`src/rtl/fetch_queue.sv`:
```
// Prefetching instruction-fetch stage: issues one word read per cycle to a
// synchronous instruction memory and buffers {pc, inst} pairs in a small FIFO.
module fetch_queue #(
    parameter int unsigned DEPTH       = 4,
    parameter logic [31:0] RESET_PC    = 32'h0,
    parameter logic [4:0]  HALT_OPCODE = 5'b11111
) (
    input  logic        clk,
    input  logic        rst,
    output logic        IMclka,
    output logic [6:0]  IMaddra,
    input  logic [31:0] IMdouta,
    input  logic        isBranchTaken,
    input  logic [31:0] branchPC,
    output logic        outValid,
    input  logic        outReady,
    output logic [31:0] outInst,
    output logic [31:0] outPC,
    output logic        stop
);

    localparam int unsigned PTR_W = $clog2(DEPTH);
    localparam int unsigned CNT_W = PTR_W + 1;

    logic [31:0]      fpc;
    logic [31:0]      inflight_pc;
    logic             inflight;
    logic             halted;
    logic [31:0]      fifo_inst [DEPTH];
    logic [31:0]      fifo_pc   [DEPTH];
    logic [PTR_W-1:0] rd_ptr;
    logic [PTR_W-1:0] wr_ptr;
    logic [CNT_W-1:0] count;

    logic flush;
    logic issue;
    logic capture;
    logic deq;

    // Credit check counts the in-flight word so a capture never finds the FIFO full.
    always_comb begin
        flush   = isBranchTaken;
        issue   = !flush && !halted && !stop && ((32'(count) + 32'(inflight)) < DEPTH);
        capture = inflight && !flush;
        deq     = outValid && outReady && !flush;
    end

    assign IMclka   = clk;
    assign IMaddra  = fpc[8:2];
    assign outValid = (count != '0) && !stop;
    assign outInst  = fifo_inst[rd_ptr];
    assign outPC    = fifo_pc[rd_ptr];

    always_ff @(posedge clk) begin
        if (rst) begin
            fpc         <= RESET_PC;
            inflight_pc <= RESET_PC;
            inflight    <= 1'b0;
            halted      <= 1'b0;
            stop        <= 1'b0;
            rd_ptr      <= '0;
            wr_ptr      <= '0;
            count       <= '0;
        end else if (flush) begin
            // Redirect discards buffered and returning words; stop stays sticky.
            fpc      <= branchPC;
            inflight <= 1'b0;
            halted   <= 1'b0;
            rd_ptr   <= '0;
            wr_ptr   <= '0;
            count    <= '0;
        end else begin
            if (issue) begin
                inflight_pc <= fpc;
                fpc         <= fpc + 32'd4;
            end
            inflight <= issue;
            if (capture) begin
                wr_ptr <= wr_ptr + PTR_W'(1);
                if (IMdouta[31:27] == HALT_OPCODE) begin
                    halted <= 1'b1;
                end
            end
            if (deq) begin
                rd_ptr <= rd_ptr + PTR_W'(1);
                if (outInst[31:27] == HALT_OPCODE) begin
                    stop <= 1'b1;
                end
            end
            count <= count + CNT_W'(capture) - CNT_W'(deq);
        end
    end

    // FIFO storage needs no reset; contents are ignored while count is zero.
    always_ff @(posedge clk) begin
        if (!rst && capture) begin
            fifo_inst[wr_ptr] <= IMdouta;
            fifo_pc[wr_ptr]   <= inflight_pc;
        end
    end

endmodule

```
`config.mk`:
```
export PLATFORM = sky130hd
export DESIGN_NAME = fetch_queue
export DESIGN_NICKNAME = d
export VERILOG_FILES = /design/src/rtl/fetch_queue.sv
export SDC_FILE = /design/constraint.sdc
export NUM_CORES = 1
export LEC_CHECK = 0
export ABC_AREA = 0
export BUFFER_PORTS_ARGS = -buffer_cell sky130_fd_sc_hd__buf_2
export CORE_ASPECT_RATIO = 1.4
export CORE_MARGIN = 2
export CORE_UTILIZATION = 40
export CTS_BUF_LIST = sky130_fd_sc_hd__clkbuf_2
export DETAILED_ROUTE_END_ITERATION = 12
export PLACE_DENSITY = 0.6
export SLEW_MARGIN = 20
export SYNTH_ARGS = -nofsm -noshare
export SYNTH_HDL_FRONTEND = slang
export SYNTH_SLANG_ARGS = --single-unit
```
`constraint.sdc`:
```
create_clock -name clk -period 4.1 [get_ports clk]
set_input_delay 0.82 -clock clk [delete_from_list [all_inputs] [get_ports clk]]
set_output_delay 0.82 -clock clk [all_outputs]
set_load 0.1 [all_outputs]
```
==> qor.txt, run 1 <==
Max Slew Vio Count: 0
largest net degree at the start of global routing: 67
WL/cell: 18.27 um
Die Span X: 155.3 um
setup_tns: 0 ns
max-cap violation count: 0
EDFF count, synth: 256
final worst slack: 0.3738 ns
Final Cycle Share: 0.9088
Setup crit end kind: output port
Syn Area/Cell: 16.41 sq um
Final Instance Area: 0.01488 sq mm
# rows: 77
iteration count of the initial detailed-routing pass: 5
Buffers on Ports: 141
XOR/XNOR Fraction of Synth Area: 0.01708
Starting Density: 0.4057
YS warnings: 0
largest family of logic cells by synthesized area: multiplexers
status: complete, no violations
FFs w/ async S/R, synth: 0
Finished Layout Cells: 1437
Slew HR: 0.3792
startpoint types: flop
# hold bufs at CTS: 5
Data arrival, critical path: 2.91 ns
CTS tree: built
total grt overflow: 0
Placed Area: 0.01399 sq mm
full die area: 0.03352 sq mm
Placed Instances: 1279
first-pass GRT wire length: 41070 um
clk slew on worst S/H paths: 0.10 ns
Yosys reg bits: 332
Max Clock Skew: 0.06524 ns
power per cell area: 430.3 mW/mm^2
Post-Syn Nets: 858
unrepaired setup endpoints after global routing: no
simple logic cell fraction of the synthesized area: 0.06451
CTS resizes: 0
DRC errors left: 0
leakage power: 5.254 nW
worst min path class: in2reg
Via Count: 7224
Core Area: 0.03160 sq mm
final setup vio count: 0
post-synthesis sequential area ratio: 0.7183
number of global-route vias before repair: 7599
library cells used by synthesis: 49
clk_lat worst skew: 0.99 ns
Final Hold Vio Count: 0
post-synthesis instance total: 781
post-layout util: 0.4709
CP max FO: 28
Compound-Gate Fraction of Synth Area: 0.04558
final net count: 1052
VDD IR max: 0.2370 mV
pre-CTS setup slack: 0.9601 ns
die height: 215.8 um
Post-Synth Adder-Cell Area: 0.009370
layout cells sized above 1: 0.3468
Top FF cell, synth: edfxtp_1
measured slew at the worst slew-check pin: 0.9302 ns
Worst EP required: 3.28 ns
post-CTS setup buffers: 0
P&R area growth vs syn: 16.07%
Final ANT Viol Nets: 0
1st-iter DRT viols: 490
Placer Congestion: 0.8026
initial antenna violation count: 1
FMAX: 0.2684 GHz
Ports: 142
vias per inst: 5.027
post-synthesis mux area share: 0.1172
overall routing resource usage: 0.1607
DP HPWL: 16290 um
crit path time final: 3.726 ns
WL final: 26250 um
Crit Path Category: reg2out
Synth Cell Area: 0.01282 sq mm
-- worst paths after layout --
check                    from  slack, ns  depth (start not counted)             end
hold reg to reg        fpc[0]       0.41                          2  inflight_pc[0]
setup reg to reg       fpc[2]       1.65                          6         fpc[28]
hold / removal    branchPC[2]       0.07                          3          fpc[2]
setup / recovery         flop       0.37                          3     outInst[30]
-- cells in the mapped netlist (4+ instances only) --
| cell | instances | area [sq um] |
|---|---|---|
| buf_2 | 13 | 65.06 |
| xor2_1 | 15 | 131.4 |
| nand3_1 | 12 | 60.06 |
| and3_1 | 6 | 37.54 |
| xnor2_1 | 10 | 87.58 |
| nor2_1 | 27 | 101.4 |
| and4_1 | 4 | 35.03 |
| mux4_2 | 64 | 1441 |
| clkbuf_1 | 24 | 90.09 |
| ha_1 | 8 | 100.1 |
| edfxtp_1 | 256 | 7687 |
| dfxtp_1 | 76 | 1521 |
| o21a_1 | 18 | 135.1 |
| mux2i_1 | 5 | 50.05 |
| inv_1 | 33 | 123.9 |
| nand2_1 | 74 | 277.8 |
| nor4_1 | 7 | 43.79 |
| buf_4 | 9 | 67.56 |
| nand4_1 | 6 | 37.54 |
| a21oi_1 | 54 | 270.3 |
| nor3_1 | 15 | 75.07 |
-- sequential cells by signal (all words and copies together), names as in the netlist, 2 cells and up, named ones only --
name,count
count,3
fifo_inst,128
fifo_pc,128
fpc,32
inflight_pc,32
rd_ptr,2
wr_ptr,2
-- area by class of cell --
cell class / count / area [sq um]
Antenna cell: 1 / 2.502
Clock buffer: 119 / 595.6
Clock inverter: 32 / 231.5
Fill cell: 2857 / 16720
Inverter: 33 / 123.9
Multi-Input combinational cell: 367 / 3276
Sequential cell: 332 / 9216
Tap cell: 395 / 494.2
Timing Repair Buffer: 158 / 940.9
-- layer usage --
layer,vias to the layer above,wire length (um),part of all wire,GRT usage
li1,3436,-,-,-
met1,3534,10930,0.42,0.1953
met2,200,13390,0.51,0.2764
met3,54,1301,0.050,0.03735
met4,0,628,0.024,0.06514
met5,-,0,0,0
-- cell usage in the layout (no fill, tap or decap), types with 3 or more instances in the layout --
cell,count
a21oi_1,54
a221oi_1,3
and3_4,4
and4_1,4
buf_12,7
buf_2,141
buf_4,4
bufinv_16,4
clkbuf_2,118
clkinv_1,23
dfxtp_1,74
dlygate4sd3_1,7
edfxtp_1,256
ha_1,8
inv_1,33
mux2i_1,5
mux4_2,64
nand2_1,74
nand3_1,12
nand4_1,6
nor2_1,26
nor3_1,15
nor4_1,7
o21a_1,18
o21ai_0,3
o31a_1,3
or2_2,3
or3_1,3
xnor2_1,10
xor2_1,15
-- where the power goes --
| part | total [mW] | internal, mW | leakage, nW | switching (mW) |
|---|---|---|---|---|
| clock | 2.41 | 1.04 | 0.603 | 1.37 |
| sequential | 3.71 | 3.65 | 2.89 | 0.0548 |
| combinational | 0.291 | 0.0898 | 1.76 | 0.202 |
| total | 6.40 | 4.78 | 5.25 | 1.63 |
-- worst max-delay path, cell delays in order, from the launching register on --
cell     delay (ns)
dfxtp_4        0.77
buf_12         0.29
mux4_2         0.58
buf_2          0.32
-- stage by stage --
stage          power (mW)  hold WS (ns)
3_5_place_dp        4.157        0.4466
4_1_cts             6.489     0.0006076
5_1_grt             6.700     -0.003879
3_3_place_gp        4.153        0.4471
2_1_floorplan       4.065        0.4312
6_report            6.403       0.07285
-- cell families after synthesis --
group	count (synthesis)
flops	332
simple gates	170
compound gates	93
buf+inv	82
mux	70
xor+xnor	25
fa+ha+maj	9
(Power assumes the default switching activity.)
==> run 2: changes to the inputs <==
--- a/config.mk
+++ b/config.mk
@@ -10,8 +10,8 @@
 export CORE_ASPECT_RATIO = 1.4
 export CORE_MARGIN = 2
 export CORE_UTILIZATION = 40
-export CTS_BUF_LIST = sky130_fd_sc_hd__clkbuf_2
 export DETAILED_ROUTE_END_ITERATION = 12
+export MAX_ROUTING_LAYER = met4
 export PLACE_DENSITY = 0.6
 export SLEW_MARGIN = 20
 export SYNTH_ARGS = -nofsm -noshare
==> run 2 against run 1 <==
  * Die area did not move
  * Wire length fell by 2.4%
  * Sequential share of layout area fell by 0.98 points
  * Final cell count fell by 6.9%
  * Sequential power barely moved
  * Final area rose by 1.6%
  * Largest power group unchanged
  * Highest routed layer unchanged
==> qor.txt, run 2 (same netlist as run 1, synthesis figures left out) <==
status: complete, no violations
Core Area: 0.03160 sq mm (unchanged)
top flop regs: fifo_inst: 128 flops, fifo_pc: 128 flops
1st-iter DRT viols: 494 (+0.82%)
largest net degree at the start of global routing: 67 (unchanged)
Total Power: 7.122 mW (+11%)
Worst Hold Depth: 1 (-2)
Final ANT Viol Nets: 0 (unchanged)
iteration count of the initial detailed-routing pass: 5 (unchanged)
Die Span X: 155.3 um (unchanged)
total grt overflow: 0 (unchanged)
DP HPWL: 16290 um (unchanged)
crit-path max cell delay: 0.77 ns (about the same)
Placer Congestion: 0.8150 (+1.5%)
setup_tns: 0 ns (unchanged)
initial antenna violation count: 0 (-1)
WL/cell: 19.15 um (+4.8%)
clk slew on worst S/H paths: 0.07 ns (-0.03 ns)
Final Hold Vio Count: 0 (unchanged)
commonest non-fill, non-tap cells in the layout: edfxtp_1, buf_2, nand2_1, dfxtp_1, mux4_2
# hold bufs at CTS: 0 (-5)
Slew HR: 0.3766 (-0.002563)
Ports: 142 (unchanged)
FMAX: 0.2877 GHz (+7.2%)
overall routing resource usage: 0.1600 (-0.0006861)
VDD IR max: 0.3275 mV (+38%)
Final Cycle Share: 0.8478 (-0.06103)
Max Clock Skew: 0.01530 ns (-0.04994 ns)
die height: 215.8 um (unchanged)
power per cell area: 471.0 mW/mm^2 (+9.5%)
max-cap violation count: 0 (unchanged)
Max Slew Vio Count: 0 (unchanged)
Worst EP required: 3.28 ns (about the same)
post-CTS setup buffers: 0 (unchanged)
R2R setup slack: 1.64 ns (about the same)
leakage power: 5.174 nW (-1.5%)
Starting Density: 0.4057 (unchanged)
register area: 0.009216 sq mm (unchanged)
# rows: 77 (unchanged)
final net count: 996 (-5.3%)
Via Count: 6847 (-5.2%)
r2r startpoint: fpc[2]
Setup crit end kind: output port
unrepaired setup endpoints after global routing: no
vias per inst: 5.117 (+1.8%)
Crit-path slowest cell: dfxtp_4
leading cell type in the layout, fill and taps excluded: edfxtp_1
layout cells sized above 1: 0.3086 (-0.03819)
Data arrival, critical path: 2.66 ns (-0.25 ns)
multi-input logic area: 0.003276 sq mm (unchanged)
Placed Instances: 1279 (unchanged)
startpoint types: flop
CP Cell Sequence: buf_12 > mux4_2 > buf_2
WHS Endpoint: fifo_inst[2][16]
clk_lat worst skew: 0.68 ns (-0.31 ns)
number of global-route vias before repair: 7151 (-5.9%)
R2R cell count: 6 (unchanged)
final setup vio count: 0 (unchanged)
diode count: 0 (-1)
CP max FO: 28 (unchanged)
HP Start: IMdouta[16]
worst min path class: in2reg
post-layout util: 0.4785 (+0.007563)
FF-to-FF End: fpc[28]
WL final: 25620 um (-2.4%)
Crit Path Category: reg2out
crit path time final: 3.476 ns (-0.2502 ns)
CTS resizes: 0 (unchanged)
CTS tree: built
Filler cells: 2766 (-3.2%)
P&R area growth vs syn: 17.94%
measured slew at the worst slew-check pin: 0.9341 ns (+0.003840 ns)
full die area: 0.03352 sq mm (unchanged)
DRC errors left: 0 (unchanged)
Finished Layout Cells: 1338 (-6.9%)
first-pass GRT wire length: 40080 um (-2.4%)
Buffers on Ports: 141 (unchanged)
## run 2: cell count changes in the layout (fill, tap and decap cells not counted), moves of 2 or more
cell           delta
clkbuf_2        -118
clkbuf_16        +35
clkinv_1         -22
dlygate4sd3_1     -7
clkbuf_8          +5
clkinv_4          +4
clkinvlp_4        +3
bufinv_16         -2
clkinv_2          +2
inv_2             -2
## run 2: how the worst max path moves through the flow
stage,endpoint,slack [ns],cells past startpoint
final,outInst[30],0.62,3
after floorplan,fifo_inst[0][0],0.68,4
after CTS,outInst[30],0.53,3
after global placement,IMclka,0.96,1
after global routing,outInst[30],0.46,3
after detailed placement,IMclka,0.96,1
## run 2: cell type report
type / count / share of cell area
inverters: 33 / 0.008193
repair buffers: 151 / 0.05760
clock buffers: 42 / 0.06306
flip-flops and latches: 332 / 0.6096
multi-input cells: 367 / 0.2167
well taps: 395 / 0.03269
clock inverters: 18 / 0.01225
## run 2: per-stage QoR
stage | hold WS [ns] | cell area (sq um) | setup slack, ns
floorplan | 0.4312 | 12820 | 0.6752
global placement | 0.4471 | 13990 | 0.9601
detailed placement | 0.4466 | 13990 | 0.9601
CTS | 0.3270 | 15120 | 0.5317
global route | 0.3288 | 15120 | 0.4617
finish | 0.3505 | 15120 | 0.6241
## run 2: metal layers
metal  wire (um)  up-vias  global-route usage
met5           0        -                   -
met4         461        0             0.04618
met1       10790     3391              0.1972
met3        1079       31             0.02048
met2       13290      166              0.2778
li1            -     3259                   -
## run 2: where the power goes
group	internal (mW)	switching, mW	leakage [nW]
Sequential	3.65	0.0554	2.89
Clock	1.78	1.34	0.552
Combinational	0.0854	0.201	1.73
## run 2: critical path: cells and delay by family (launching register included)
family                 cells  cell delay [ns]
buffers and inverters      2             0.61
DFF                        1             0.77
muxes                      1             0.58
